[src/rtl/winner_policy_seq_pkg.sv]
// Shared definitions for the winner-policy engine and its sequencer.
package winner_policy_seq_pkg;

    localparam int unsigned WORD_WIDTH          = 16;
    localparam int unsigned NO_HOP              = 100;
    localparam int unsigned TIMEOUT_CYC_DEFAULT = 256;
    localparam int unsigned STATE_W             = 3;

    typedef enum logic [STATE_W-1:0] {
        ST_IDLE   = 3'd0,
        ST_START  = 3'd1,
        ST_WAIT   = 3'd2,
        ST_DECAY  = 3'd3,
        ST_RESULT = 3'd4
    } state_e;

endpackage

[src/rtl/winner_policy_seq_sat_counter.sv]
// Saturating up-counter with synchronous clear; clear beats increment.
module winner_policy_seq_sat_counter #(
    parameter int unsigned W = 16
) (
    input  logic         clk_i,
    input  logic         rst_i,
    input  logic         clr_i,
    input  logic         inc_i,
    output logic [W-1:0] count_o
);

    logic [W-1:0] count_q;

    // Count up, holding at all-ones instead of wrapping.
    always_ff @(posedge clk_i or posedge rst_i) begin
        if (rst_i) begin
            count_q <= '0;
        end else if (clr_i) begin
            count_q <= '0;
        end else if (inc_i && (count_q != '1)) begin
            count_q <= count_q + W'(1);
        end
    end

    assign count_o = count_q;

endmodule

[src/rtl/winner_policy_seq.sv]
// Sequencer in front of the winner-policy engine: one request at a time,
// start pulse, bounded wait for done, epsilon decay, result handshake.
module winner_policy_seq
    import winner_policy_seq_pkg::*;
#(
    parameter int unsigned TIMEOUT_CYC = TIMEOUT_CYC_DEFAULT
) (
    input  logic                  clock,
    input  logic                  reset,
    input  logic                  req_valid,
    output logic                  req_ready,
    input  logic                  eps_load,
    input  logic [WORD_WIDTH-1:0] eps_init,
    input  logic [WORD_WIDTH-1:0] eps_step,
    output logic [WORD_WIDTH-1:0] epsilon,
    output logic                  pol_start,
    input  logic                  pol_done,
    input  logic [WORD_WIDTH-1:0] pol_nexthop,
    output logic                  res_valid,
    input  logic                  res_ready,
    output logic [WORD_WIDTH-1:0] res_nexthop,
    output logic                  res_timeout,
    output logic [WORD_WIDTH-1:0] dec_count,
    output logic [WORD_WIDTH-1:0] tmo_count,
    output logic [STATE_W-1:0]    cstate
);

    localparam int unsigned WAIT_W = (TIMEOUT_CYC > 2) ? $clog2(TIMEOUT_CYC) : 1;

    state_e                state_q;
    logic                  req_ready_q;
    logic                  pol_start_q;
    logic                  res_valid_q;
    logic [WORD_WIDTH-1:0] res_nexthop_q;
    logic                  res_timeout_q;
    logic [WORD_WIDTH-1:0] eps_q;
    logic                  done_q;

    logic                  done_rise;
    logic                  wait_expired;
    logic [WORD_WIDTH-1:0] eps_decay_d;
    logic                  wait_clr;
    logic                  wait_inc;
    logic                  dec_inc;
    logic                  tmo_inc;
    logic [WAIT_W-1:0]     wait_cnt;

    // Edge detect on engine done, expiry test, floored decay and counter controls.
    always_comb begin
        done_rise    = pol_done & ~done_q;
        wait_expired = (wait_cnt == WAIT_W'(TIMEOUT_CYC - 1));
        eps_decay_d  = (eps_q < eps_step) ? '0 : (eps_q - eps_step);
        wait_clr     = (state_q == ST_START);
        wait_inc     = (state_q == ST_WAIT);
        dec_inc      = (state_q == ST_DECAY);
        tmo_inc      = (state_q == ST_WAIT) && wait_expired && !done_rise;
    end

    winner_policy_seq_sat_counter #(.W(WAIT_W)) u_wait_cnt (
        .clk_i   (clock),
        .rst_i   (reset),
        .clr_i   (wait_clr),
        .inc_i   (wait_inc),
        .count_o (wait_cnt)
    );

    winner_policy_seq_sat_counter #(.W(WORD_WIDTH)) u_dec_cnt (
        .clk_i   (clock),
        .rst_i   (reset),
        .clr_i   (1'b0),
        .inc_i   (dec_inc),
        .count_o (dec_count)
    );

    winner_policy_seq_sat_counter #(.W(WORD_WIDTH)) u_tmo_cnt (
        .clk_i   (clock),
        .rst_i   (reset),
        .clr_i   (1'b0),
        .inc_i   (tmo_inc),
        .count_o (tmo_count)
    );

    // Sequencer FSM with registered outputs; eps_load overrides decay.
    always_ff @(posedge clock or posedge reset) begin
        if (reset) begin
            state_q       <= ST_IDLE;
            req_ready_q   <= 1'b1;
            pol_start_q   <= 1'b0;
            res_valid_q   <= 1'b0;
            res_nexthop_q <= WORD_WIDTH'(NO_HOP);
            res_timeout_q <= 1'b0;
            eps_q         <= '0;
            done_q        <= 1'b0;
        end else begin
            done_q      <= pol_done;
            pol_start_q <= 1'b0;

            if (eps_load) begin
                eps_q <= eps_init;
            end else if (state_q == ST_DECAY) begin
                eps_q <= eps_decay_d;
            end

            case (state_q)
                ST_IDLE: begin
                    if (req_valid) begin
                        state_q     <= ST_START;
                        req_ready_q <= 1'b0;
                        pol_start_q <= 1'b1;
                    end
                end
                ST_START: begin
                    state_q <= ST_WAIT;
                end
                ST_WAIT: begin
                    if (done_rise) begin
                        res_nexthop_q <= pol_nexthop;
                        res_timeout_q <= 1'b0;
                        state_q       <= ST_DECAY;
                    end else if (wait_expired) begin
                        res_nexthop_q <= WORD_WIDTH'(NO_HOP);
                        res_timeout_q <= 1'b1;
                        res_valid_q   <= 1'b1;
                        state_q       <= ST_RESULT;
                    end
                end
                ST_DECAY: begin
                    res_valid_q <= 1'b1;
                    state_q     <= ST_RESULT;
                end
                ST_RESULT: begin
                    if (res_ready) begin
                        res_valid_q <= 1'b0;
                        req_ready_q <= 1'b1;
                        state_q     <= ST_IDLE;
                    end
                end
                default: begin
                    res_valid_q <= 1'b0;
                    req_ready_q <= 1'b1;
                    state_q     <= ST_IDLE;
                end
            endcase
        end
    end

    assign req_ready   = req_ready_q;
    assign pol_start   = pol_start_q;
    assign res_valid   = res_valid_q;
    assign res_nexthop = res_nexthop_q;
    assign res_timeout = res_timeout_q;
    assign epsilon     = eps_q;
    assign cstate      = state_q;

endmodule

[config.mk]
export PLATFORM = sky130hd
export DESIGN_NAME = winner_policy_seq
export DESIGN_NICKNAME = d
export VERILOG_FILES = /design/src/rtl/winner_policy_seq_pkg.sv /design/src/rtl/winner_policy_seq_sat_counter.sv /design/src/rtl/winner_policy_seq.sv
export SDC_FILE = /design/constraint.sdc
export NUM_CORES = 1
export LEC_CHECK = 0
export CAP_MARGIN = 20
export CORE_MARGIN = 2
export CORE_UTILIZATION = 33
export DETAILED_ROUTE_END_ITERATION = 8
export GPL_TIMING_DRIVEN = 0
export PLACE_DENSITY = 0.73
export SLEW_MARGIN = 40
export SYNTH_ARGS = -nofsm -noshare
export SYNTH_HDL_FRONTEND = slang
export SYNTH_SLANG_ARGS = --single-unit
export TNS_END_PERCENT = 50
[constraint.sdc]
create_clock -name clock -period 2.4 [get_ports clock]
set_input_delay 0.48 -clock clock [delete_from_list [all_inputs] [get_ports clock]]
set_output_delay 0.48 -clock clock [all_outputs]
set_load 0.1 [all_outputs]
==> flow_metrics.py, run 1 <==
metrics = {
    "worst_setup_path": {
        "crit_path_cell_trace": "clkdlybuf4s50_1 > inv_1 > ha_2 > nand2_1 > o21ai_0 > o22ai_1 > a21oi_1 > xnor2_1 > o221ai_1",
        "crit_family": "compound AO/OA/AOI/OAI gates",
        "start_kind": "input pin",
        "worst_path_max_delay_cell": "clkdlybuf4s50_1",
        "critical_path_class": "in2reg",
        "cp_data_required_time_ns": 2.60,
        "crit_path_max_incr_delay_ns": 0.46,
        "reg2regPathDepth": 5,
        "worstPathMaxFanout": 7,
        "critical_path_depth": 9,
        "worstPathArrival_ns": 2.53,
        "setup.worst_path.end_class": "flip-flop",
        "timing.critical_path.buf_inv": 2,
    },
    "clocking": {
        "cts-root-to-sink-buffers": 2,
        "clock_pin_slew_on_the_worst_setup_and_hold_paths_ns": 0.06,
        "tritoncts.num_buffers": 9,
        "worst_skew_pair.late_latency_ns": 0.34,
        "number_of_sinks_driven_by_the_clock_tree": 80,
        "tritoncts_clock_tree": "done",
        "cts_root_buf": "clkbuf_16",
        "htree_levels": 3,
    },
    "die": {
        "dieArea_mm2": 0.0138,
        "die_height_um": 117,
        "core_area_mm2": 0.0126,
        "die_w_um": 117,
        "io_pins": 125,
        "floorplan.initialDensity": 0.337,
        "rows": 41,
    },
    "min_path": {
        "hold_removal_path_class": "reg2reg",
        "min_delay_path_depth": 2,
    },
    "logic_synthesis": {
        "post-synth-top-area-fraction": 0.449,
        "synth_cells": 418,
        "sequential_to_total_area_share_from_yosys_stat": 0.474,
        "synth_area_per_cell_um2": 10.1,
        "synth_seq_cells": 80,
        "syn-num-nets": 493,
        "synthArstFlopShare": 1.00,
        "yosys.cell_types.count": 47,
        "post_synthesis_instance_area_mm2": 0.00424,
        "synth-edff-count": 0,
        "synth_top_area_cell": "dfrtp_1",
        "ys.flop_type": "dfrtp_1",
        "yosys_warnings": 0,
        "yosys-top-cells-area": "dfrtp_1 45%, xnor2_1 6.4%, ha_1 5.9%, nand2_1 4.3%, xor2_1 3.5%",
    },
    "finish": {
        "most_frequent_cells_in_the_layout": "72 x buf_2, 52 x clkdlybuf4s50_1, 50 x dfrtp_1",
        "sequential_cell_area_mm2": 0.00205,
        "final_nets": 639,
        "antenna-diode-count": 0,
        "multi_input_comb_area_mm2": 0.00227,
        "stdcell_area_mm2": 0.00597,
        "synthToLayoutAreaGrowth_pct": 41.0,
        "finalNonFillerCells": 741,
        "layout_commonest_cell": "buf_2",
        "drive_above_1_share": 0.288,
        "num-fill-cells": 1153,
    },
    "sta": {
        "finalMaxSlewViolations": 0,
        "hold_viol_final": 0,
        "slew_headroom": 0.524,
        "finalSetupTns_ns": 0,
        "worst-slew-pin-transition_ns": 0.711,
        "setup_viol": 0,
        "timing.final.crit_period_ns": 2.33,
        "worst_skew_ns": 0.00905,
        "fmax_mhz": 430,
        "hold_ws_ns": 0.462,
        "tcrit_tclk_final": 0.969,
    },
    "global_routing": {
        "maximum_number_of_pins_on_one_net_before_global_route_repair": 26,
        "groute.usage.overall": 0.166,
        "first_global_vias": 3877,
        "antenna_found_initial": 0,
        "grt_remaining_overflow": 0,
        "grt_pass1_wl_um": 18700,
    },
    "job": {
        "maxCapViolations": 0,
    },
    "placed_design": {
        "place.detailed.hpwl_um": 8490,
        "buffer_ports.inserted": 124,
        "dp_cells": 717,
        "placedInstanceArea_mm2": 0.00546,
        "finalWeightedCongestion": 0.881,
    },
    "routing": {
        "detailedRoute.firstPassIterationCount": 4,
        "route.vias.total": 3727,
        "drt_iter0_drc": 148,
        "antenna_violating_nets_post_route": 0,
        "drt_wl_total_um": 11500,
        "avgViaCountPerCell": 5.03,
        "wl_per_cell_um": 15.5,
        "detail_route.drc_violations": 0,
    },
    "power_and_ir_drop": {
        "irDropWorstVdd_mv": 0.742,
        "ratio_of_total_power_to_cell_area_mw_per_mm2": 1090,
        "static_leakage_nw": 2.76,
    },
    "outcome": {
        "run_status": "finished, final reports clean",
    },
}
state kept, by name, indices dropped and copies added, names as in the netlist:
signal              cells
pol_start               1
epsilon                16
res_nexthop            16
res_timeout             1
res_valid               1
cstate                  3
req_ready               1
u_tmo_cnt.count_o      16
u_wait_cnt.count_o      8
u_dec_cnt.count_o      16
done_q                  1
final timing paths:
kind	from	end	slack, ns
worst max-delay path	eps_step[9]	epsilon[15]	0.07
worst min register to register	req_ready	req_ready	0.46
min in group asynchronous	reset	res_nexthop[10]	0.49
worst min-delay path	req_ready	req_ready	0.46
max in group asynchronous	reset	req_ready	1.20
worst max register to register	cstate[0]	res_nexthop[7]	0.12
per-stage QoR:
step / util / power (mW) / worst slack, ns
floorplan: - / 4.51 / 0.00371
global placement: 0.457 / 5.32 / -0.735
detailed placement: 0.434 / 5.13 / -0.795
CTS: 0.460 / 6.46 / 0.00940
global route: 0.475 / 6.81 / -0.0245
finish: 0.475 / 6.53 / 0.0747
synth_stat cells, types with 8 or more instances:
cell       n
xnor2_1   31
nor3_1     8
nand2_1   48
nand3_1   11
o221ai_1  11
nand4_1   16
ha_1      20
a22o_1    13
dfrtp_1   76
xor2_1    17
clkbuf_1   8
a21oi_1   19
o21ai_0   17
inv_1     24
nor2_1    24
cell families after synthesis:
| family | Yosys count | synth area share |
|---|---|---|
| flops | 80 | 0.474 |
| xor+xnor | 48 | 0.0992 |
| simple gates | 137 | 0.163 |
| fa+ha+maj | 21 | 0.0638 |
| mux | 4 | 0.0100 |
| buf+inv | 36 | 0.0337 |
| compound gates | 92 | 0.157 |
worst reg2reg max path, cell delays in order, from the launching register on:
cell and delay (ns):
dfrtp_2 0.40, clkbuf_2 0.17, or3b_4 0.42, nor2_1 0.58, clkbuf_1 0.44, a22o_1 0.21
routing by layer:
metal / vias to the layer above / GRT usage / part of all wire / wire (um)
met5: - / 0 / 0 / 0
met4: 0 / 0.0700 / 0.017 / 200
met3: 18 / 0.0530 / 0.070 / 803
met2: 143 / 0.272 / 0.47 / 5440
met1: 1769 / 0.202 / 0.44 / 5010
li1: 1797 / - / - / -
power breakdown:
group | leakage, nW | internal [mW] | switching [mW]
clock | 0.129 | 0.701 | 0.558
combinational | 1.63 | 0.812 | 2.60
sequential | 1.00 | 1.66 | 0.197
repair_timing:
item,4_1_cts,5_1_grt
buffers inserted,4,5
gates resized for setup,9,32
pin swaps,5,7
hold buffers,0,0
endpoints found under the setup margin,16,16
layout make-up:
class	count	area share
multi-input cells	302	0.381
flip-flops and latches	80	0.343
repair buffers	136	0.171
clock buffers	11	0.0390
well taps	172	0.0360
inverters	24	0.0157
plain buffers	11	0.00859
clock inverters	5	0.00586
(Power assumes the default switching activity.)
==> run 2: changes to the inputs <==
--- a/config.mk
+++ b/config.mk
@@ -7,10 +7,11 @@
 export LEC_CHECK = 0
 export CAP_MARGIN = 20
 export CORE_MARGIN = 2
-export CORE_UTILIZATION = 33
+export CORE_UTILIZATION = 43
+export CTS_CLUSTER_DIAMETER = 100
 export DETAILED_ROUTE_END_ITERATION = 8
 export GPL_TIMING_DRIVEN = 0
-export PLACE_DENSITY = 0.73
+export PLACE_DENSITY = 0.8
 export SLEW_MARGIN = 40
 export SYNTH_ARGS = -nofsm -noshare
 export SYNTH_HDL_FRONTEND = slang
==> run 2 against run 1 <==
Net effect: maximum frequency is 1.2% lower; core utilization is 12 points higher; cell count is 5.9% lower; hold slack better by 0.0080 ns; clock skew is 0.0020 ns higher; sequential share of layout area is 1.3 points higher; register-to-register slack hardly changed; highest routed layer unchanged.
==> flow_metrics.py, run 2 (synthesis gave the netlist of run 1 again) <==
metrics = {
    "placed_design": {
        "buffer_ports.inserted": 124,
        "place.detailed.hpwl_um": 8010,
        "placedInstanceArea_mm2": 0.00542,
        "finalWeightedCongestion": 0.904,
        "post-place-ws_ns": -0.725,
        "dp_cells": 678,
    },
    "clocking": {
        "holdBufCountCts": 0,
        "worst_skew_pair.late_latency_ns": 0.35,
        "cts-root-to-sink-buffers": 2,
        "tritoncts_clock_tree": "done",
        "clock_pin_slew_on_the_worst_setup_and_hold_paths_ns": 0.09,
        "cts_root_buf": "clkbuf_8",
        "htree_levels": 3,
        "tritoncts.num_buffers": 9,
        "number_of_sinks_driven_by_the_clock_tree": 80,
    },
    "routing": {
        "antenna_violating_nets_post_route": 0,
        "wl_per_cell_um": 15.4,
        "detailedRoute.firstPassIterationCount": 5,
        "avgViaCountPerCell": 5.43,
        "route.vias.total": 3783,
        "detail_route.drc_violations": 0,
        "drt_wl_total_um": 10800,
        "drt_iter0_drc": 171,
    },
    "finish": {
        "finalNonFillerCells": 697,
        "multi_input_comb_area_mm2": 0.00219,
        "layout_commonest_cell": "buf_2",
        "drive_above_1_share": 0.273,
        "antenna-diode-count": 0,
        "final_nets": 634,
        "synthToLayoutAreaGrowth_pct": 35.9,
        "finalCoreUtilization": 0.595,
        "num-fill-cells": 842,
        "stdcell_area_mm2": 0.00576,
        "sequential_cell_area_mm2": 0.00205,
        "most_frequent_cells_in_the_layout": "72 x buf_2, 52 x clkdlybuf4s50_1, 50 x dfrtp_1",
    },
    "worst_setup_path": {
        "crit_path_max_incr_delay_ns": 0.46,
        "setup.worst_path.end_class": "flip-flop",
        "start_kind": "input pin",
        "worst_path_max_delay_cell": "clkdlybuf4s50_1",
        "cp_data_required_time_ns": 2.66,
        "worstPathMaxFanout": 6,
        "crit_path_cell_trace": "clkdlybuf4s50_1 > inv_1 > ha_2 > nand2_1 > o41ai_2 > a311oi_2 > o21ai_1 > nand2_2 > buf_4 > o31ai_2",
        "worstPathArrival_ns": 2.61,
        "critical_path_class": "in2reg",
    },
    "die": {
        "dieArea_mm2": 0.0107,
        "floorplan.initialDensity": 0.438,
        "core_area_mm2": 0.00968,
        "io_pins": 125,
        "die_height_um": 103,
        "die_w_um": 103,
        "rows": 36,
    },
    "power_and_ir_drop": {
        "ratio_of_total_power_to_cell_area_mw_per_mm2": 1090,
        "static_leakage_nw": 2.68,
        "irDropWorstVdd_mv": 0.840,
    },
    "sta": {
        "timing.final.crit_period_ns": 2.35,
        "fmax_mhz": 425,
        "rsz0062_at_grt": "true",
        "worst_skew_ns": 0.0111,
        "worst-slew-pin-transition_ns": 0.616,
        "setup_viol": 0,
        "hold_ws_ns": 0.470,
        "hold_viol_final": 0,
        "tcrit_tclk_final": 0.980,
        "finalMaxSlewViolations": 0,
        "slew_headroom": 0.585,
        "post-route-worst-setup-slack_ns": 0.0476,
    },
    "global_routing": {
        "maximum_number_of_pins_on_one_net_before_global_route_repair": 27,
        "grt_pass1_wl_um": 17200,
        "antenna_found_initial": 0,
        "groute.usage.overall": 0.203,
        "first_global_vias": 3633,
        "grt_remaining_overflow": 0,
    },
    "outcome": {
        "run_status": "finished, final reports clean",
    },
    "job": {
        "maxCapViolations": 0,
    },
    "min_path": {
        "hold_removal_path_class": "reg2reg",
    },
}
## run 2: cell count changes in the layout (fill, tap and decap cells not counted), sizes merged
cell / before / now
clkbuf: 19 / 18
buf: 86 / 81
inv: 23 / 24
clkinvlp: 2 / 3
clkinv: 4 / 1
bufinv: 0 / 2
## run 2: routing by layer
metal | vias to the layer above | global-route usage | wire [um]
met5 | - | 0 | 0
met1 | 1839 | 0.246 | 4440
met3 | 21 | 0.0565 | 773
met2 | 150 | 0.351 | 5330
met4 | 0 | 0.0658 | 210
li1 | 1773 | - | -
## run 2: timing repair
item,CTS,global route
setup endpoints to repair,16,16
pin swaps,5,3
resized for setup,8,18
setup buffers,2,2
hold endpoints to repair,0,0
## run 2: final cells by class
| cell class | instances | share of cell area |
|---|---|---|
| Clock buffer | 10 | 0.0222 |
| Clock inverter | 6 | 0.0161 |
| Tap cell | 133 | 0.0289 |
| Sequential cell | 80 | 0.356 |
| Inverter | 24 | 0.0163 |
| Buffer | 11 | 0.00891 |
| Timing Repair Buffer | 131 | 0.172 |
| Multi-Input combinational cell | 302 | 0.379 |
## run 2: per-stage QoR
stage | total power [mW] | setup TNS [ns]
6_report | 6.29 | 0
5_1_grt | 6.57 | -0.00955
4_1_cts | 6.27 | -0.0194
3_5_place_dp | 5.14 | -10.14
3_3_place_gp | 5.30 | -11.21
2_1_floorplan | 4.51 | 0
## run 2: critical path, delay by kind of cell
family / cells / cell delay, ns
AOI/OAI and AO/OA: 4 / 0.85
adders and majority gates: 1 / 0.38
buffers and inverters: 3 / 0.67
and+or+nand+nor: 2 / 0.23
## run 2: power breakdown
part,total [mW],switching (mW),internal (mW),leakage [nW]
clock,1.10,0.510,0.592,0.103
combinational,3.35,2.58,0.763,1.58
sequential,1.85,0.189,1.66,1.00
## run 2: path summary, 6_finish.rpt
kind / startpoint / cells past startpoint / slack, ns / endpoint
max in group asynchronous: reset / 4 / 1.19 / res_nexthop[6]
min reg2reg: req_ready / 2 / 0.47 / req_ready
min in group asynchronous: reset / 2 / 0.49 / res_nexthop[0]
min: req_ready / 2 / 0.47 / req_ready
max reg2reg: epsilon[0] / 10 / 0.13 / epsilon[3]
max: eps_step[11] / 10 / 0.05 / epsilon[3]
